File: config.mk
export PLATFORM = sky130hd
export DESIGN_NAME = reg_xfer_sched
export DESIGN_NICKNAME = d
export VERILOG_FILES = /design/src/rtl/reg_xfer_pkg.sv /design/src/rtl/rr_arb2.sv /design/src/rtl/reg_xfer_sched.sv
export SDC_FILE = /design/constraint.sdc
export NUM_CORES = 1
export LEC_CHECK = 0
export CAP_MARGIN = 10
export CORE_MARGIN = 2
export CORE_UTILIZATION = 38
export CTS_CLUSTER_DIAMETER = 50
export DETAILED_ROUTE_END_ITERATION = 12
export PLACE_DENSITY_LB_ADDON = 0.3
export SETUP_SLACK_MARGIN = 0.02
export SYNTH_ARGS = -nofsm -noshare
export SYNTH_HDL_FRONTEND = slang
export SYNTH_SLANG_ARGS = --single-unit
File: constraint.sdc
create_clock -name clk -period 1.53 [get_ports clk]
set_clock_uncertainty 0.15 [all_clocks]
set_input_delay 0.459 -clock clk [delete_from_list [all_inputs] [get_ports clk]]
set_output_delay 0.459 -clock clk [all_outputs]
set_load 0.1 [all_outputs]
File: src/rtl/reg_xfer_pkg.sv
`default_nettype none
// ============================================================================
// Module  : reg_xfer_pkg
// Purpose : Shared types and constants for the register-transfer scheduler:
//           FSM state encoding, read/write opcode values and default sizes.
// Ports   : none (package)
// Config  : none
// Revision: 1.0 - initial release
// ============================================================================
package reg_xfer_pkg;

  localparam int NREGS_DEF = 16;
  localparam int IDXW_DEF  = 4;

  // req_wr encoding per requester
  localparam logic OP_RD = 1'b0;
  localparam logic OP_WR = 1'b1;

  typedef enum logic [2:0] {
    ST_IDLE   = 3'd0,
    ST_DRIVE  = 3'd1,
    ST_WRITE  = 3'd2,
    ST_SETTLE = 3'd3,
    ST_DONE   = 3'd4
  } state_t;

endpackage
`default_nettype wire

File: src/rtl/rr_arb2.sv
`default_nettype none
// ============================================================================
// Module  : rr_arb2
// Purpose : Two-way round-robin arbiter. Combinational; the pointer and the
//           after-reset flag are owned by the caller.
// Ports   : req[1:0]  request vector
//           rr_ptr    last granted requester
//           first     no grant issued since reset (requester 0 preferred)
//           win[1:0]  one-hot winner, 0 when no request
// Config  : none
// Revision: 1.0 - initial release
// ============================================================================
module rr_arb2
  import reg_xfer_pkg::*;
(
  input  logic [1:0] req,
  input  logic       rr_ptr,
  input  logic       first,
  output logic [1:0] win
);

  always_comb begin
    win = 2'b00;
    case (req)
      2'b01:   win = 2'b01;
      2'b10:   win = 2'b10;
      // Contention: the requester that was not served last goes next. Right
      // after reset nobody has been served, so requester 0 goes first.
      2'b11:   win = (first || rr_ptr) ? 2'b01 : 2'b10;
      default: win = 2'b00;
    endcase
  end

endmodule
`default_nettype wire

File: src/rtl/reg_xfer_sched.sv
`default_nettype none
// ============================================================================
// Module  : reg_xfer_sched
// Purpose : Arbitrates register-file transfers between the control unit
//           (req 0) and the load/debug port (req 1) and sequences the one-hot
//           Rin/Rout strobes plus BAout, including the write settle time
//           needed by the two-stage register cells.
// Ports   : clk, clr            clock, synchronous active-high reset
//           req[1:0]            per-requester transfer request (level)
//           req_wr[1:0]         1 = write bus->reg, 0 = read reg->bus
//           req_idx0, req_idx1  register index per requester
//           req_ba[1:0]         base-address mode (R0 reads as zero)
//           gnt[1:0]            one-hot grant, held for the transaction
//           done[1:0]           one-cycle completion pulse
//           reg_in, reg_out     one-hot Rin / Rout strobes
//           ba_out              BAout strobe to R0
//           busy                FSM not idle
// Config  : REG_XFER_R0_GUARD_EN - when defined, writes to R0 never raise
//           reg_in[0]; sequence and timing are unchanged.
// Revision: 1.0 - initial release
// ============================================================================
module reg_xfer_sched
  import reg_xfer_pkg::*;
#(
  parameter int NREGS      = NREGS_DEF,
  parameter int IDXW       = IDXW_DEF,
  parameter int SETTLE_CYC = 1
) (
  input  logic             clk,
  input  logic             clr,
  input  logic [1:0]       req,
  input  logic [1:0]       req_wr,
  input  logic [IDXW-1:0]  req_idx0,
  input  logic [IDXW-1:0]  req_idx1,
  input  logic [1:0]       req_ba,
  output logic [1:0]       gnt,
  output logic [1:0]       done,
  output logic [NREGS-1:0] reg_in,
  output logic [NREGS-1:0] reg_out,
  output logic             ba_out,
  output logic             busy
);

  // Counter holds SETTLE_CYC-1 down to 0.
  localparam int CW = (SETTLE_CYC > 1) ? $clog2(SETTLE_CYC) : 1;
  localparam logic [NREGS-1:0] ONE = NREGS'(1);

  state_t            state;
  logic              rr_ptr;
  logic              rr_first;
  logic [CW-1:0]     settle_cnt;

  logic [1:0]        win;
  logic              sel_wr;
  logic              sel_ba;
  logic [IDXW-1:0]   sel_idx;
  logic [NREGS-1:0]  sel_onehot;
  logic [NREGS-1:0]  wr_mask;

  rr_arb2 u_arb (
    .req    (req),
    .rr_ptr (rr_ptr),
    .first  (rr_first),
    .win    (win)
  );

  // Operand of the winning requester. The strobe is registered on the
  // acceptance edge, so nothing but the grant has to be kept afterwards.
  assign sel_wr     = win[1] ? req_wr[1]   : req_wr[0];
  assign sel_ba     = win[1] ? req_ba[1]   : req_ba[0];
  assign sel_idx    = win[1] ? req_idx1    : req_idx0;
  assign sel_onehot = ONE << sel_idx;

`ifdef REG_XFER_R0_GUARD_EN
  // R0 is hard-wired zero: its write enable is never raised.
  assign wr_mask = (sel_idx == '0) ? '0 : sel_onehot;
`else
  assign wr_mask = sel_onehot;
`endif

  assign busy = (state != ST_IDLE);

  always_ff @(posedge clk) begin
    if (clr) begin
      state      <= ST_IDLE;
      rr_ptr     <= 1'b0;
      rr_first   <= 1'b1;
      settle_cnt <= '0;
      gnt        <= 2'b00;
      done       <= 2'b00;
      reg_in     <= '0;
      reg_out    <= '0;
      ba_out     <= 1'b0;
    end else begin
      // Strobes and done are single-cycle pulses.
      done    <= 2'b00;
      reg_in  <= '0;
      reg_out <= '0;
      ba_out  <= 1'b0;

      case (state)
        ST_IDLE: begin
          if (req != 2'b00) begin
            gnt      <= win;
            rr_ptr   <= win[1];
            rr_first <= 1'b0;
            if (sel_wr == OP_WR) begin
              reg_in <= wr_mask;
              state  <= ST_WRITE;
            end else begin
              reg_out <= sel_onehot;
              ba_out  <= sel_ba && (sel_idx == '0);
              state   <= ST_DRIVE;
            end
          end
        end

        ST_DRIVE: begin
          done  <= gnt;
          state <= ST_DONE;
        end

        ST_WRITE: begin
          settle_cnt <= CW'(SETTLE_CYC - 1);
          state      <= ST_SETTLE;
        end

        ST_SETTLE: begin
          if (settle_cnt == '0) begin
            done  <= gnt;
            state <= ST_DONE;
          end else begin
            settle_cnt <= settle_cnt - 1'b1;
          end
        end

        ST_DONE: begin
          gnt   <= 2'b00;
          state <= ST_IDLE;
        end

        default: begin
          gnt   <= 2'b00;
          state <= ST_IDLE;
        end
      endcase
    end
  end

endmodule
`default_nettype wire

Word level (Yosys, flattened, before mapping):

Index checks and enable logic that the tools add are counted.

* equal/unequal tests: 8
* add/sub/neg operators: 1
* shifts and indexed selects: 1
* reductions and logical operators: 13
* bitwise logic cells: 4
* muxes and demuxes: 15

Operators with widths (count)
* $shl A1 B4 Y16 const A: 1
* $pmux W3 S4: 1
* $mux W2: 4
* $pmux W2 S2: 2
* $reduce_or A4 Y1: 2
* $eq A3 B2 Y1 const B: 2
* $mux W3: 2
* $pmux W2 S3: 1
* $reduce_and A2 Y1: 3
* $eq A2 B2 Y1 const B: 2
* $logic_not A4 Y1: 1
* $mux W4: 1
* $ne A2 B2 Y1 const B: 2
* $not A1 Y1: 4
* $reduce_bool A2 Y1: 2
* $eq A3 B1 Y1 const B: 1
* $logic_not A3 Y1: 1
* $mux W1: 3
* $reduce_bool A3 Y1: 1
* $reduce_or A3 Y1: 1
* $eq A2 B1 Y1 const B: 1
* $pmux W1 S2: 1
* $logic_and A1 B1 Y1: 1
* $logic_or A1 B1 Y1: 1
* $sub A1 B1 Y1 const B: 1

* register bits: 43
* output and inout port bits: 38
* input port bits: 16
* logic and storage cells: 51

Longest topological paths before layout:

* depth after elaboration: 7
* depth in mapped cells: 7

Cells and area by module:

Synthesis repeated with hierarchy kept, for this count alone.

* cells, all modules: 148
* area total of the unflattened synthesis: 1503.9 um^2

Modules (own cells, without submodules)
* reg_xfer_sched: seq. area each 840.8 um^2, cells each 144, area each 1481.4 um^2, times used 1
* rr_arb2: seq. area each 0.0 um^2, cells each 4, area each 22.5 um^2, times used 1

Worst setup path before layout:

Ideal clock, no wire load.

* kind: register to register
* start: register state[0]
* end: register rr_ptr
* path slack: -0.374 ns
* stages on the path, launching flop included: 4
* arrival time: 1.685 ns
* library setup time: 0.070 ns
* path buffers: 0
* clock period less this slack: 1.904 ns
* data required time: 1.310 ns
* path through: dfxtp_1 > or3_1 > or3_1 > a21oi_1

* cells in the longest elaborated chain, start to end: 2

RTL lines
* start: declaration: RTL line reg_xfer_sched.sv:48 `state_t state;`
* start signal: assignment: RTL line reg_xfer_sched.sv:85 `state <= ST_IDLE;`
* start signal: assignment: RTL line reg_xfer_sched.sv:109 `state <= ST_WRITE;`
* start signal: assignment: RTL line reg_xfer_sched.sv:113 `state <= ST_DRIVE;`
* $logic_not A3 Y1: RTL line reg_xfer_sched.sv:101 `case (state)`
* $reduce_and A2 Y1 (no line)
* end signal: assignment: RTL line reg_xfer_sched.sv:105 `rr_ptr <= win[1];`
* end: declaration: RTL line reg_xfer_sched.sv:49 `logic rr_ptr;`

No other way between the ends.
A chain may end at the register's enable or synchronous reset.

Worst setup path after layout:

* start: register state[1]
* end: output port busy

* cells in the longest elaborated chain, start to end: 1

RTL lines
* $reduce_bool A3 Y1: RTL line reg_xfer_sched.sv:81 `assign busy = (state != ST_IDLE);`
* end: declaration: RTL line reg_xfer_sched.sv:41 `output logic busy`

No other way between the ends.

==> flow_summary.yaml <==
status:
  outcome: "finished with violations"
  violations: "setup timing"
sta:
  setup_viol: 36
  period_minus_slack_ns: 1.82
  fmax_mhz: 551
  worst_pin_slew_ns: 0.335
  setup_tns_ns: -3.28
  hold_violations: 0
  maxSlewViolCount: 0
  rsz0062_at_grt: "true"
  min_period_over_period: 1.19
  timing.slew.headroom: 0.777
  fin_ws_ns: -0.286
global_route:
  grtUsageTotal: 0.254
  grt_pass1_vias: 1644
  grt_max_degree: 13
  gr-total-overflow: 0
  antenna_found_initial: 0
  grt_pass1_wl_mm: 8.42
yosys:
  synth_area_per_cell_um2: 10.2
  syn_inst: 151
  syn-cell-area_mm2: 0.00155
  synth_cell_types: 38
  yosysSeqAreaShare: 0.543
  synth_nets: 167
  synth_seq_cells: 42
  yosys_warnings: 0
cells_and_area:
  nets: 268
  drive_gt1_frac: 0.794
  final_common_cell: "buf_12"
  synthToLayoutAreaGrowth_pct: 132
  fillers: 150
  multi_input_area_mm2: 0.00114
  seqCellArea_um2: 887
  antenna_cells: 0
  instances_no_fill: 302
  final_cell_mix: "buf_12 (44), dfxtp_2 (31), buf_4 (23), nor3_2 (15), buf_6 (13)"
drt:
  viasPerCell: 5.38
  ant_nets: 0
  drtIter0Drc: 59
  wl_per_cell_um: 21.5
  drc: 0
  via_count: 1625
  first_pass_iters: 4
  routed_wl_mm: 6.48
clock_tree:
  clkSinkCount: 42
  h-tree-depth: 2
  holdBufCountCts: 0
  cts_root_buffer: "clkbuf_8"
  clk_latency_ns: 0.29
  cts_tree: "built"
  cts.clk_slew.worst_paths_ns: 0.08
  numCtsBuffers: 5
  cts.path.max_buffers: 2
pwr:
  leakage_uw: 0.00138
  p_per_area_mw_per_mm2: 863
  finalPower_uw: 3100
  power.switching_uw: 996
  power_frac_clock: 0.289
  seqPwrFrac: 0.378
  power_frac_comb: 0.334
  internal_power_uw: 2100
  switching_share: 0.322
  peakVddDrop_uv: 708
placed_design:
  place_hpwl_mm: 3.38
  dp.cells: 278
  gp_congestion: 0.808
  port_buffers: 53
  place_ws_ns: -0.772
setup_path:
  critPathArrivalTime_ns: 1.21
  cp-end-kind: "primary output"
  path_cells: "or3_4, buf_12"
  crit_type: "flip-flop to primary output"
  startpoint_type: "flip-flop"
  critPathMaxFanout: 3
  critPathRequiredTime_ns: 0.92
  critPathSlowestCell: "or3_4"
  cpPeakStageDelay_ns: 0.41
die:
  rows: 23
  die-area_mm2: 0.00460
  die_w_um: 67.8
  coreArea_mm2: 0.00397
  io-pin-count: 54
  die_h_um: 67.8
  start_util: 0.390
flow_run:
  cap_viol_max_count: 0
min_path:
  hp-class: "flip-flop to flip-flop"
-- repair_timing --
action / CTS / global route
buffers inserted: 13 / 3
cloned: 3 / 0
endpoints found under the setup margin: 40 / 38
resized for setup: 85 / 48
endpoints found under the hold margin: 0 / 0
pin swaps: 42 / 22
-- registers in the layout, indices dropped and copies added, names as in the netlist --
signal,cells
reg_out,16
reg_in,16
state,3
rr_first,1
gnt,2
rr_ptr,1
ba_out,1
done,2
-- metrics by stage --
stage / util / hold WS, ns / cell area [um2]
detailed placement: 0.703 / 0.373 / 2790
global route: 0.905 / 0.359 / 3590
floorplan: - / 0.324 / 1630
CTS: 0.848 / 0.338 / 3370
global placement: 0.703 / 0.351 / 2790
finish: 0.905 / 0.346 / 3590
-- per-layer routing --
metal,track usage,wire length (um),vias up
met4,0.105,211,0
met3,0.0493,298,16
met2,0.444,3530,61
met1,0.304,2440,799
met5,0,0,-
li1,-,-,749
-- power by group through the flow --
stage / sequential, uW / combinational, uW / clock [uW]
global placement: 1190 / 685 / 0
floorplan: 1300 / 277 / 0
CTS: 1170 / 903 / 889
detailed placement: 1190 / 700 / 0
finish: 1170 / 1030 / 895
global route: 1170 / 1070 / 948
-- cells in the mapped netlist, drive strengths merged --
cell type / number / share of area
nand2b: 1 / 0.0040
a2111oi: 1 / 0.0097
nor2: 24 / 0.060
o2111a: 2 / 0.015
nor3: 22 / 0.074
and2: 1 / 0.0040
o21ai: 8 / 0.036
a21oi: 3 / 0.012
dfxtp: 42 / 0.54
o31a: 2 / 0.011
and3b: 1 / 0.0065
buf: 5 / 0.032
nor4: 1 / 0.0040
o311a: 1 / 0.0073
mux2i: 2 / 0.013
or3: 2 / 0.0081
and3: 3 / 0.015
nand2: 6 / 0.016
nor4b: 5 / 0.028
inv: 4 / 0.0097
nand3b: 2 / 0.018
o21a: 2 / 0.015
nand4b: 1 / 0.0057
a31oi: 5 / 0.028
a211oi: 5 / 0.024
-- final timing paths --
path                  from          to  slack, ns  depth (start not counted)
setup reg to reg    rr_ptr  reg_in[15]      -0.17                          6
hold / removal    state[1]    state[1]       0.35                          1
hold reg to reg   state[1]    state[1]       0.35                          1
setup / recovery  state[1]        busy      -0.29                          2
-- worst max-delay path, delay by kind of cell (launching register included) --
| family | cells | cell delay [ns] |
|---|---|---|
| flops | 1 | 0.33 |
| simple gates | 1 | 0.41 |
| buf+inv | 1 | 0.18 |
-- final cells by class --
| class | instances | area share |
|---|---|---|
| Multi-Input combinational cell | 102 | 0.317 |
| Tap cell | 50 | 0.0174 |
| Clock inverter | 1 | 0.00836 |
| Clock buffer | 6 | 0.0230 |
| Inverter | 4 | 0.00488 |
| Timing Repair Buffer | 97 | 0.382 |
| Sequential cell | 42 | 0.247 |
-- kinds of logic after synthesis --
logic type	Yosys count	synth area share
AO/OA/AOI/OAI	29	0.158
buffers and inverters	9	0.0420
flip-flops	42	0.543
multiplexers	2	0.0129
AND/OR/NAND/NOR	69	0.244
(Power assumes the default switching activity.)
